--- src/rtl/control_signal_decoder_pkg.sv ---
// rtl/control_signal_decoder_pkg.sv - microinstruction field map and decoded control word layout
package control_signal_decoder_pkg;

    localparam int NUM_REGS = 12;
    localparam logic [3:0] REG_CODE_FROM_IR = 4'hF;

    localparam int NXTADD_LSB  = 31;
    localparam int ALUCTRL_LSB = 28;
    localparam int ALUMUX_LSB  = 25;
    localparam int WSEL_LSB    = 21;
    localparam int RSEL_LSB    = 17;
    localparam int MISC_LSB    = 13;
    localparam int DIRECT_LSB  = 7;
    localparam int S3_LSB      = 5;
    localparam int S8_LSB      = 1;

    // Field order matches the 56-bit concatenated output, MSB first.
    typedef struct packed {
        logic [3:0]          misc;
        logic [NUM_REGS-1:0] reg_wr_en;
        logic [NUM_REGS-1:0] reg_rd_en;
        logic [5:0]          direct;
        logic [2:0]          sel3_en;
        logic [7:0]          sel8_en;
        logic [2:0]          alumux;
        logic [2:0]          aluctrl;
        logic [4:0]          nxtadd;
    } ctrl_word_t;

    function automatic logic [7:0] decode_s8(input logic [3:0] code);
        logic [7:0] en;
        en = '0;
        if (code != 4'd0 && code <= 4'd8) begin
            en = 8'd1 << (code - 4'd1);
        end
        return en;
    endfunction

endpackage

--- src/rtl/control_signal_decoder_reg_code_decoder.sv ---
// rtl/control_signal_decoder_reg_code_decoder.sv - register code to one-hot enable, code 15 defers to the IR field
module reg_code_decoder
    import control_signal_decoder_pkg::*;
(
    input  logic [3:0]          code,
    input  logic [3:0]          ir_code,
    output logic [NUM_REGS-1:0] en
);

    logic [3:0] eff_code;

    always_comb begin
        eff_code = (code == REG_CODE_FROM_IR) ? ir_code : code;
        en = '0;
        // Codes 0 and 13..15 select no register, including after IR substitution.
        if (eff_code != 4'd0 && eff_code <= 4'(NUM_REGS)) begin
            en = NUM_REGS'(1) << (eff_code - 4'd1);
        end
    end

endmodule

--- src/rtl/control_signal_decoder.sv ---
// rtl/control_signal_decoder.sv - microcode decode stage producing registered datapath controls
module control_signal_decoder
    import control_signal_decoder_pkg::*;
(
    input  logic                clk,
    input  logic                reset,
    input  logic [35:0]         ROMIN,
    input  logic [3:0]          WR,
    input  logic [3:0]          RR,
    output logic [3:0]          misc,
    output logic [NUM_REGS-1:0] reg_wr_en,
    output logic [NUM_REGS-1:0] reg_rd_en,
    output logic [5:0]          direct,
    output logic [2:0]          sel3_en,
    output logic [7:0]          sel8_en,
    output logic [2:0]          ALUMUX,
    output logic [2:0]          ALUCTRL,
    output logic [4:0]          NXTADD
);

    ctrl_word_t          d, q;
    logic [NUM_REGS-1:0] wr_dec, rd_dec;
    logic [1:0]          s3_code;
    logic                unused_reserved;

    assign unused_reserved = ROMIN[0];
    assign s3_code         = ROMIN[S3_LSB +: 2];

    reg_code_decoder u_wr_dec (
        .code    (ROMIN[WSEL_LSB +: 4]),
        .ir_code (WR),
        .en      (wr_dec)
    );

    reg_code_decoder u_rd_dec (
        .code    (ROMIN[RSEL_LSB +: 4]),
        .ir_code (RR),
        .en      (rd_dec)
    );

    always_comb begin
        d           = '0;
        d.nxtadd    = ROMIN[NXTADD_LSB +: 5];
        d.aluctrl   = ROMIN[ALUCTRL_LSB +: 3];
        d.alumux    = ROMIN[ALUMUX_LSB +: 3];
        d.misc      = ROMIN[MISC_LSB +: 4];
        d.direct    = ROMIN[DIRECT_LSB +: 6];
        d.reg_wr_en = wr_dec;
        d.reg_rd_en = rd_dec;
        d.sel8_en   = decode_s8(ROMIN[S8_LSB +: 4]);
        if (s3_code != 2'd0) begin
            d.sel3_en = 3'd1 << (s3_code - 2'd1);
        end
    end

    always_ff @(posedge clk) begin
        if (reset) begin
            q <= '0;
        end else begin
            q <= d;
        end
    end

    assign misc      = q.misc;
    assign reg_wr_en = q.reg_wr_en;
    assign reg_rd_en = q.reg_rd_en;
    assign direct    = q.direct;
    assign sel3_en   = q.sel3_en;
    assign sel8_en   = q.sel8_en;
    assign ALUMUX    = q.alumux;
    assign ALUCTRL   = q.aluctrl;
    assign NXTADD    = q.nxtadd;

endmodule

--- config.mk ---
export PLATFORM = sky130hd
export DESIGN_NAME = control_signal_decoder
export DESIGN_NICKNAME = d
export VERILOG_FILES = /design/src/rtl/control_signal_decoder_pkg.sv /design/src/rtl/control_signal_decoder_reg_code_decoder.sv /design/src/rtl/control_signal_decoder.sv
export SDC_FILE = /design/constraint.sdc
export NUM_CORES = 1
export LEC_CHECK = 0
export BUFFER_PORTS_ARGS = -buffer_cell sky130_fd_sc_hd__buf_2
export CELL_PAD_IN_SITES_DETAIL_PLACEMENT = 0
export CELL_PAD_IN_SITES_GLOBAL_PLACEMENT = 1
export CORE_MARGIN = 2
export CORE_UTILIZATION = 34
export CTS_BUF_LIST = sky130_fd_sc_hd__clkbuf_16
export DETAILED_ROUTE_END_ITERATION = 10
export PLACE_DENSITY = 0.95
export SLEW_MARGIN = 30
export SYNTH_ARGS = -nofsm -noshare
export SYNTH_HDL_FRONTEND = slang
export SYNTH_HIERARCHICAL = 1
export SYNTH_SLANG_ARGS = --single-unit
--- constraint.sdc ---
create_clock -name clk -period 2.8 [get_ports clk]
set_clock_uncertainty 0.2 [all_clocks]
set_input_delay 0.28 -clock clk [delete_from_list [all_inputs] [get_ports clk]]
set_output_delay 0.28 -clock clk [all_outputs]
set_load 0.02 [all_outputs]
==> results by stage, run 1 <==
Synth:
- Counting flops with an async set or reset pin after synthesis yields a share of 0%.
- The number of unique standard cell types used by synthesis is 27.
- The most used flip-flop cell after synthesis is sky130_fd_sc_hd__dfxtp_1.
- The number of synthesized register bits is 56.
- The synthesis warning total is 6.
- In the synthesized netlist, the number of instances is 190.
- The synthesized design contains 0 enable-type register cells.
- Averaged over all synthesized cells, the footprint is ~10 um^2.
- The area of the mapped netlist is around 1900 um^2.
- Counting every net in the synthesized netlist gives between 200 and 250.
- The register area share after synthesis is about three fifths.

Final layout:
- Leaving out fill and tap cells, the most frequent cell in the layout is sky130_fd_sc_hd__buf_2.
- In the final layout, the share of cells above drive strength 1 is a little under 40%.
- The top cell types in the final layout, fill and taps aside, are sky130_fd_sc_hd__buf_2, sky130_fd_sc_hd__dfxtp_1, sky130_fd_sc_hd__nor2b_1.
- Compared with the post-synthesis result, the final layout area differs by 42.2%.
- Cells fill between 40% and 50% of the core in the end.
- The repair_antennas step left the layout with diodes totalling 0.
- The final-stage net count is roughly 350.
- The number of fill cells is approximately 530.

STA:
- Setup repair after global routing left no endpoint under its margin.
- The final setup violation count is 0.
- For the pin with the worst max-slew slack, the measured transition is roughly 0.65 ns.
- The post-route fraction of the period consumed by the critical path is a little over half.
- The final-report max-slew violation count came to 0.
- The hold violation count in the final report is 0.
- The worst max-slew margin expressed relative to the limit is 56.4%.
- The minimum period implied by the final worst setup slack is 1.50 ns.
- Setup slack closes at between 1 and 1.5 ns.
- The final setup TNS is 0 ns.
- The maximum clock frequency is between 600 and 700 MHz.

Die:
- The effective utilization at floorplan is 35.0%.
- In this run the horizontal extent of the chip is 79.3 um.
- The number of rows created at floorplan is 27.
- The placeable core region is 5510 um^2.
- Measured along the y axis, the die boundary spans 79.3 um.
- The die covers between 6000 and 7000 um^2.
- The total I/O pin count is around 100.

Critical path:
- The critical path in this run is classified as in -> reg.
- In this run the worst path has a maximum fanout of 3.
- Data on the critical path arrives at its endpoint at around 1.5 ns.
- The maximum cell stage delay along the critical path is 0.52 ns.
- The worst setup path is launched from an input port.
- The worst setup path is captured at a flip-flop.
- Among all stages on the critical path, the largest delay is contributed by sky130_fd_sc_hd__dlygate4sd3_1.
- Data on the critical path is required at its endpoint by between 2 and 3 ns.
- The critical path goes through dlygate4sd3_1 -> buf_2 -> inv_1 -> ha_1 -> nor4b_1.

Drt:
- The first routing iteration left 35 violations.
- In the routed design, unresolved DRC markers number 0.
- The mean number of vias per cell is roughly 4.5.
- The post-route antenna net violation count is 0.
- The mean routed wirelength per cell is ~11 um.
- The number of iterations in the first detailed-routing pass is 4.
- The count of vias placed by the detailed router is between 1500 and 2000.
- The detailed-route wire length is 4290 um.

Clock network:
- Clock-pin slew was measured on the worst setup and hold paths at approximately 0.07 ns.
- The number of clock sinks is 56.
- The maximum root-to-sink buffer count is 2.
- TritonCTS built the clock tree.
- The library cell used as clock root buffer is sky130_fd_sc_hd__clkbuf_16.
- The H-tree level count is 2.
- The number of CTS-inserted buffers is 5.
- The number of buffers added for setup after CTS is 0.

Outcome:
- The flow ran to the end, and the final reports show no timing, DRC or antenna violations.

Global route:
- The remaining global-route overflow is 0.
- The number of global-route vias before repair was about 1500.
- The overall track demand over capacity in global routing is roughly 14%.
- The maximum number of pins on one net before global-route repair is 42.
- The first global-routing pass estimated between 6000 and 7000 um of wire.
- The initial antenna violation count is 0.

Placed design:
- The post-detailed-placement half-perimeter wirelength is around 3200 um.
- The count of buffers added on input and output ports is 100.
- At the end of routability-driven placement, the weighted congestion stood at 0.752.
- The worst slack after detailed placement is around 1.2 ns.

Worst hold path:
- The type of the worst min-delay path is in -> reg.

Job:
- The max-cap violation count is 0.

Power:
- In this run the static leakage power is 0.00135 uW.
- IR analysis of the VDD net gives a maximum drop of 0.259 mV.
- In this run the power density over the cells is around 600 nW/um^2.
[registers in the layout, indices dropped and copies added (netlist names)]
register and cells:
reg_rd_en 12, sel8_en 8, direct 6, reg_wr_en 12, ALUMUX 3, NXTADD 5, ALUCTRL 3, misc 4
sel3_en 3
[report_power, final]
part	internal (uW)	total [uW]	leakage (uW)	switching [uW]
Sequential	822	828	0.000459	5.86
Combinational	80.5	187	0.000819	107
Clock	339	623	0.0000719	283
[kinds of logic after synthesis]
group | Yosys count | synth area share (%)
AND/OR/NAND/NOR | 104 | 32.2
flip-flops | 56 | 58.1
buffers and inverters | 13 | 2.98
AO/OA/AOI/OAI | 16 | 6.10
adder cells (fa/ha/maj) | 1 | 0.648
[metrics by stage]
step	std cells	total power [uW]	hold WS [ns]	instance area [um^2]
floorplan	190	945	0.149	1930
global placement	358	1020	0.272	2500
detailed placement	358	1020	0.272	2500
CTS	375	1670	0.000465	2740
global route	375	1710	0.00688	2740
finish	375	1640	0.00398	2740
[Yosys cell counts (all sizes together), types with 3 or more instances]
cell	number	share of area, %
a41oi	4	1.8
and2	4	1.3
and2b	5	1.9
and4b	6	3.4
clkbuf	4	0.84
dfxtp	56	58
inv	8	1.6
nand2b	3	0.97
nor2	32	6.2
nor2b	40	13
nor3	3	1.0
o21ai	6	1.6
[worst max-delay path: cells and delay by family]
family / cells / cell delay [ns]
adder cells (fa/ha/maj): 1 / 0.30
AND/OR/NAND/NOR: 1 / 0.22
buffers and inverters: 3 / 0.69
[metal layers]
| metal | track usage, % | up-vias | share of wire, % |
|---|---|---|---|
| met3 | 3.18 | 8 | 6.7 |
| met4 | 5.52 | 0 | 2.0 |
| met1 | 16.8 | 756 | 44 |
| li1 | - | 853 | - |
| met5 | 0 | - | 0 |
| met2 | 22.6 | 67 | 47 |
[worst paths after layout]
path | cells after the start | end | slack, ns | start
max | 5 | sel3_en[1]$_SDFF_PP0_ | 1.30 | ROMIN[5]
min | 2 | direct[1]$_SDFF_PP0_ | 0.004 | ROMIN[8]
[final cells by class]
| cell class | count | area (um^2) | share of cell area (%) |
|---|---|---|---|
| inverters | 8 | 30.0 | 1.09 |
| clock buffers | 5 | 125 | 4.56 |
| well taps | 72 | 90.1 | 3.28 |
| clock inverters | 3 | 27.5 | 1.00 |
| multi-input cells | 121 | 751 | 27.4 |
| flip-flops and latches | 56 | 1120 | 40.9 |
| repair buffers | 110 | 598 | 21.8 |
[timing repair]
action                     in CTS  in global routing
hold endpoints to repair        9                  0
gates resized for setup         0                  0
hold buffers                    9                  0
setup endpoints to repair       0                  0
Note: power is estimated with default switching activity, not from simulation.
==> run 2, diff against run 1 <==
Settings changed: CORE_UTILIZATION 34 to 32, PLACE_DENSITY 0.95 to 0.91.
Clock period 2.8 ns to 1.5 ns, I/O delays scaled along.
==> run 2 against run 1 <==
  * Final cell count is 6.9% higher
  * Final area is 8.1% higher
  * Combinational power is 110% higher
  * Worst hold slack better by 0.068 ns
  * The flow now finishes with violations (negative setup slack)
  * Highest routed layer unchanged
  * Critical path depth stayed put
  * Critical path type unchanged
  * Sequential power is 87% higher
  * Core utilization is 0.55 points higher
==> results by stage, run 2 (same netlist as run 1, synthesis figures left out) <==
Power:
- The largest voltage drop on the vdd net was 0.624 mV (+140%).
- The clock power share is 36.6% (-1.4 points).
- The switching portion of total power is 23.7% (-0.47 points).
- The cell-internal power is 2350 uW (+89%).
- The proportion of power drawn by combinational gates is 13.1% (+1.7 points).
- The total power density per cell area was 1040 nW/um^2 (+74%).
- The total power consumption of the routed design is 3080 uW (+88%).
- The static power due to leakage was 0.00145 uW (+7.2%).
- The part of the power in registers is 50.3% (-0.3 points).
- The total net switching power is 729 uW (+84%).

Global route:
- The first-pass GRT wire length is 6710 um (-1.2%).
- The number of global-route vias before repair is 1573 (+4.2%).
- The maximum number of pins on one net before global-route repair is 29 (-31%).
- The initial antenna violation count is 0 (unchanged).
- The remaining global-route overflow is 0 (unchanged).
- The overall track demand over capacity in global routing is 13.0% (-0.58 points).

Worst hold path:
- The worst hold path belongs to the class in -> reg.
- The worst hold path begins at ROMIN[6].

Job:
- The max-cap violation count was 0 (unchanged).

STA:
- The transition time at the pin with the least slew margin is 0.453 ns (-0.202 ns).
- The worst hold margin came to 0.0716 ns (+0.0676 ns).
- The final setup violation count was 1 (+1).
- Setup repair after global routing could not meet its margin everywhere.
- The final-report max-slew violation count was 0 (unchanged).
- The final worst slack is -0.0150 ns (-1.32 ns).
- Counting I/O delays and the setup requirement, the final critical path takes around 1.5 ns.
- The worst max-slew margin expressed relative to the limit is 69.5% (+13 points).
- The post-route fraction of the period consumed by the critical path is 101%.
- The hold violation count in the final report came to 0 (unchanged).
- The maximum clock frequency is between 600 and 700 MHz.

Drt:
- The mean routed wirelength per cell is 11.6 um (+1.4%).
- The mean number of vias per cell came to 4.38 (-2.4%).
- The count of vias placed by the detailed router is 1757 (+4.3%).
- The number of DRC markers after the initial detailed-route iteration is 31 (-11%).
- The detailed-route wire length is 4650 um (+8.4%).
- The DRC violations left is 0 (unchanged).
- The number of iterations in the first detailed-routing pass is 4 (unchanged).
- The post-route antenna net violation count is 0 (unchanged).

Clock network:
- In this run the clock root is driven by a sky130_fd_sc_hd__clkbuf_16.
- The number of CTS-inserted buffers came to 5 (unchanged).
- The number of buffers added for setup after CTS is 0 (unchanged).
- The maximum root-to-sink buffer count is 2 (unchanged).
- The post-CTS clock slew at the launch and capture registers of the worst setup and hold paths is 0.07 ns (about the same).
- The TritonCTS clock tree is built.
- The H-tree level count is 2 (unchanged).
- The number of clock sinks came to 56 (unchanged).

Final layout:
- The number of antenna diodes is 0 (unchanged).
- The layout cell share with drive strength beyond 1 was 37.7% (-0.88 points).
- The synthesis-to-finish area growth is 53.6%.
- The most common library cell in the layout ignoring fill and taps is sky130_fd_sc_hd__buf_2.
- The final-stage net count is 372 (+6.6%).
- The number of fill cells is 559 (+4.7%).
- The final cell utilization of the core is 50.4% (+0.55 points).
- The top cell types in the final layout, fill and taps aside, are sky130_fd_sc_hd__buf_2, sky130_fd_sc_hd__dfxtp_1, sky130_fd_sc_hd__nor2b_1.
- The post-layout instance count excluding filler cells came to 401 (+6.9%).

Die:
- The placeable core region came to 5890 um^2 (+6.9%).
- The width of the chip is 81.7 um (+2.9%).
- The die footprint is 6670 um^2 (+5.9%).
- The total I/O pin count is 102 (unchanged).
- The number of rows created at floorplan is 28 (+3.7%).
- The vertical die dimension is 81.7 um (+2.9%).
- The effective utilization at floorplan came to 32.8% (-2.3 points).

Placed design:
- The placed cell count is 366 (+2.2%).
- The weighted congestion reported at the end of routability-driven placement came to 0.784 (+4.2%).
- The number of buffers added on ports was 100 (unchanged).
- The post-detailed-placement half-perimeter wirelength is 3230 um (+0.81%).
- The worst slack after detailed placement is 0.121 ns (-1.12 ns).

Outcome:
- The final reports fail on negative setup slack.
- The flow ran to the end, but the final reports show violations.

Critical path:
- The largest fanout on the critical path is 3 (unchanged).
- The launch point of the worst path is ROMIN[5].
- The buffer and inverter count on the worst path came to 3 (unchanged).
- The largest individual stage delay along the critical path comes from the cell sky130_fd_sc_hd__dlygate4sd3_1.
- The category of the critical setup timing path is in -> reg.
- Traced cell by cell, the critical path runs through dlygate4sd3_1 -> buf_2 -> inv_1 -> ha_1 -> nor4b_1.
- The required time of the worst setup path was 1.47 ns (-1.32 ns).
- The arrival time of the worst setup path is 1.48 ns (about the same).
- The maximum cell stage delay along the critical path came to 0.54 ns (+0.02 ns).
- STA classifies the critical path startpoint as an input port.
- The sort of element at the end of the critical path is a flip-flop.
- On the critical path the largest part of the delay comes from buffers and inverters.
==> run 2: cell types whose count changed in the layout (fill, tap and decap cells not counted) <==
cell / previous run / this run
sky130_fd_sc_hd__buf_4: 1 / 6
sky130_fd_sc_hd__clkinv_2: 0 / 1
sky130_fd_sc_hd__clkinv_4: 1 / 0
sky130_fd_sc_hd__dlygate4sd3_1: 9 / 27
sky130_fd_sc_hd__inv_6: 0 / 1
sky130_fd_sc_hd__inv_8: 1 / 0
sky130_fd_sc_hd__nor4_1: 2 / 1
sky130_fd_sc_hd__nor4_2: 0 / 1
==> run 2: area by class of cell <==
type	instances	area [um^2]	share of cell area, %
flip-flops and latches	56	1120	37.8
repair buffers	133	816	27.5
multi-input cells	121	757	25.5
clock buffers	5	125	4.22
well taps	75	93.8	3.17
inverters	8	30.0	1.01
clock inverters	3	21.3	0.718
==> run 2: stage by stage <==
| stage | area (um^2) | TNS [ns] |
|---|---|---|
| 2_1_floorplan | 1930 | 0 |
| 3_3_place_gp | 2540 | 0 |
| 3_5_place_dp | 2540 | 0 |
| 4_1_cts | 2960 | 0 |
| 5_1_grt | 2960 | -0.0786 |
| 6_report | 2960 | -0.0150 |
==> run 2: worst paths after layout <==
check | endpoint | slack, ns | cells past startpoint
max | sel3_en[1]$_SDFF_PP0_ | -0.02 | 5
min | sel3_en[2]$_SDFF_PP0_ | 0.07 | 4
==> run 2: what timing repair did <==
item	in CTS	in global routing
setup endpoints to repair	0	3
gates resized for setup	0	1
hold buffers	27	0
endpoints found under the hold margin	32	0
==> run 2: metal layers <==
layer,GRT usage [%],part of all wire [%],vias up
met5,0,0,-
li1,-,-,897
met2,24.5,49,66
met4,5.50,1.2,0
met1,14.6,42,790
met3,1.54,7.0,4
==> run 2: tightest hold or removal path, stage by stage <==
cell and delay [ns]:
sky130_fd_sc_hd__buf_2 0.09, sky130_fd_sc_hd__inv_1 0.04, sky130_fd_sc_hd__ha_1 0.16, sky130_fd_sc_hd__nor4_1 0.06
==> run 2: power by group through the flow <==
stage          registers, uW  logic [uW]  clock network [uW]
6_report                1550         402                1130
4_1_cts                 1550         398                1170
2_1_floorplan           1650         117                   0
5_1_grt                 1550         438                1220
3_5_place_dp            1580         343                   0
3_3_place_gp            1580         337                   0
==> run 3, diff against run 2 <==
Settings changed: PLACE_DENSITY 0.91 to not set, PLACE_DENSITY_LB_ADDON set to 0.3.
==> run 3 against run 2 <==
  * Wire length down 6.5%
  * Die area unchanged
  * Sequential share of layout area about the same
  * Critical path depth unchanged
  * Final cell count up 0.25%
  * Core utilization about the same
  * Clock-buffer cell count unchanged
  * The run now ends clean
  * Largest cell class unchanged
  * Largest power group unchanged
  * Combinational power about the same
  * Global-route usage about the same
==> results by stage, run 3 (same netlist as run 1, synthesis figures left out) <==
Outcome:
- The run finished with clean final reports.

Final layout:
- The library cell used most frequently in the layout, excluding fill and tap cells, is sky130_fd_sc_hd__buf_2.
- The synthesis-to-finish area growth was 53.7% (about the same).
- The sequential cell area in the final layout is 1120 um^2 (unchanged).
- The top cell types in the final layout, fill and taps aside, are sky130_fd_sc_hd__buf_2, sky130_fd_sc_hd__dfxtp_1, sky130_fd_sc_hd__nor2b_1.
- The layout cell share with drive strength beyond 1 is 37.3% (-0.42 points).
- The multi-input logic area is 757 um^2 (unchanged).
- The number of fill cells is 567 (+1.4%).
- The final-stage net count was 373 (+0.27%).
- The number of antenna diodes came to 0 (unchanged).
- The final design instance area without fill came to 2970 um^2 (about the same).

Global route:
- The remaining global-route overflow came to 0 (unchanged).
- The initial antenna violation count is 0 (unchanged).
- The overall track demand over capacity in global routing was 13.0% (-0.020 points).
- The number of global-route vias before repair is 1583 (+0.64%).
- The maximum number of pins on one net before global-route repair was 26 (-10%).
- The first-pass GRT wire length was 6730 um (+0.31%).

Clock network:
- The H-tree level count is 2 (unchanged).
- The number of buffers added for setup after CTS came to 0 (unchanged).
- The number of CTS-inserted buffers is 5 (unchanged).
- The maximum root-to-sink buffer count is 2 (unchanged).
- The library cell used as clock root buffer is sky130_fd_sc_hd__clkbuf_16.
- The post-CTS clock slew at the launch and capture registers of the worst setup and hold paths is 0.06 ns (about the same).
- The number of clock sinks is 56 (unchanged).
- TritonCTS built the clock tree.

Critical path:
- The signal on the critical path passes through dlygate4sd3_1 -> buf_2 -> inv_1 -> ha_1 -> nor4b_1.
- The category of the critical setup timing path is in -> reg.
- The sort of element at the end of the critical path is a flip-flop.
- The buffer and inverter count on the worst path is 3 (unchanged).
- The largest delay contributor family on the critical path is buffers and inverters.
- The arrival time of the worst setup path was 1.40 ns (-0.08 ns).
- The maximum cell stage delay along the critical path is 0.52 ns (-0.02 ns).
- The launch point of the worst path is ROMIN[5].
- STA classifies the critical path startpoint as an input port.
- The required time of the worst setup path is 1.48 ns (about the same).
- The total stage count of the critical path came to 5 (unchanged).
- For this design, the slowest cell found on the critical path is sky130_fd_sc_hd__dlygate4sd3_1.
- The largest fanout on the critical path was 3 (unchanged).

Placed design:
- The weighted congestion reported at the end of routability-driven placement is 0.804 (+2.6%).
- The number of buffers added on ports is 100 (unchanged).
- The placement-stage cell area came to 2550 um^2 (+0.30%).
- The post-detailed-placement half-perimeter wirelength was 3190 um (-1.3%).

STA:
- The hold violation count in the final report is 0 (unchanged).
- The post-route fraction of the period consumed by the critical path was 94.7% (-6.3 points).
- The final-report max-slew violation count is 0 (unchanged).
- The final setup TNS came to 0 ns (+0.0150 ns).
- The final setup violation count is 0 (-1).
- The transition time at the pin with the least slew margin is 0.443 ns (-0.0101 ns).
- The maximum clock frequency is 704 MHz (+6.7%).
- The worst max-slew margin expressed relative to the limit is 70.2% (+0.68 points).
- The minimum period implied by the final worst setup slack came to 1.42 ns (-0.0949 ns).
- Setup repair after global routing left no endpoint under its margin.

Worst hold path:
- The hold-critical path depth is 4 (unchanged).
- The startpoint identified for the worst hold timing path is ROMIN[6].
- The sink of the worst hold path is sel3_en[2]$_SDFF_PP0_.
- The type of the worst min-delay path is in -> reg.

Power:
- The largest voltage drop on the vdd net is 0.426 mV (-32%).
- The total power density per cell area is 1020 nW/um^2 (-2.2%).
- The total power consumption of the routed design is 3010 uW (-2.1%).
- The static power due to leakage came to 0.00145 uW (+0.29%).

Drt:
- The post-route antenna net violation count came to 0 (unchanged).
- The count of vias placed by the detailed router is 1724 (-1.9%).
- The number of DRC markers after the initial detailed-route iteration is 33 (+6.5%).
- The detailed-route wire length is 4350 um (-6.5%).
- The mean number of vias per cell came to 4.29 (-2.1%).
- The mean routed wirelength per cell was 10.8 um (-6.7%).
- The number of iterations in the first detailed-routing pass is 4 (unchanged).
- The DRC violations left came to 0 (unchanged).

Die:
- The total I/O pin count is 102 (unchanged).
- The width of the chip was 81.7 um (unchanged).
- The number of rows created at floorplan was 28 (unchanged).
- The effective utilization at floorplan is 32.8% (unchanged).
- The vertical die dimension was 81.7 um (unchanged).
- The die footprint is 6670 um^2 (unchanged).
- The placeable core region came to 5890 um^2 (unchanged).

Job:
- The max-cap violation count was 0 (unchanged).
==> run 3: worst max path at each step <==
stage / endpoint
6_report: sel3_en[1]$_SDFF_PP0_
5_1_grt: sel3_en[1]$_SDFF_PP0_
4_1_cts: sel8_en[7]$_SDFF_PP0_
3_5_place_dp: reg_rd_en[10]$_SDFF_PP0_
3_3_place_gp: reg_rd_en[9]$_SDFF_PP0_
2_1_floorplan: reg_rd_en[3]$_SDFF_PP0_
==> run 3: per-layer routing <==
metal / routed length (um) / up-vias / GRT usage [%]
met5: 0 / - / 0
met4: 40 / 0 / 5.00
met3: 321 / 2 / 3.19
met2: 2080 / 61 / 23.2
met1: 1910 / 757 / 14.8
li1: - / 904 / -
==> run 3: layout make-up <==
type / count / share of cell area [%]
multi-input cells: 121 / 25.5
flip-flops and latches: 56 / 37.8
repair buffers: 134 / 27.8
clock buffers: 5 / 4.22
clock inverters: 3 / 0.506
inverters: 8 / 1.01
well taps: 75 / 3.16
==> run 3: timing repair <==
action	CTS	global route
hold buffers	27	0
gates resized for setup	0	1
endpoints found under the hold margin	32	0
setup endpoints to repair	0	1
==> run 3: power by group <==
part	switching [uW]	leakage (uW)	internal, uW
logic	207	0.000923	192
clock network	458	0.0000687	606
registers	10.2	0.000459	1540
total	676	0.00145	2330
==> run 3: through the flow <==
| step | hold slack, ns | util [%] | instances | setup slack, ns |
|---|---|---|---|---|
| 2_1_floorplan | 0.0190 | - | 190 | 0.333 |
| 3_3_place_gp | 0.136 | 43.3 | 367 | 0.0544 |
| 3_5_place_dp | 0.142 | 43.3 | 367 | 0.0910 |
| 4_1_cts | 0.0570 | 50.3 | 402 | 0.0828 |
| 5_1_grt | 0.0770 | 50.4 | 402 | 0.00729 |
| 6_report | 0.0648 | 50.4 | 402 | 0.0798 |
==> run 3: worst min-delay path, cell delays in order <==
cell                     delay, ns
sky130_fd_sc_hd__buf_2        0.09
sky130_fd_sc_hd__inv_1        0.05
sky130_fd_sc_hd__ha_1         0.15
sky130_fd_sc_hd__nor4_1       0.05
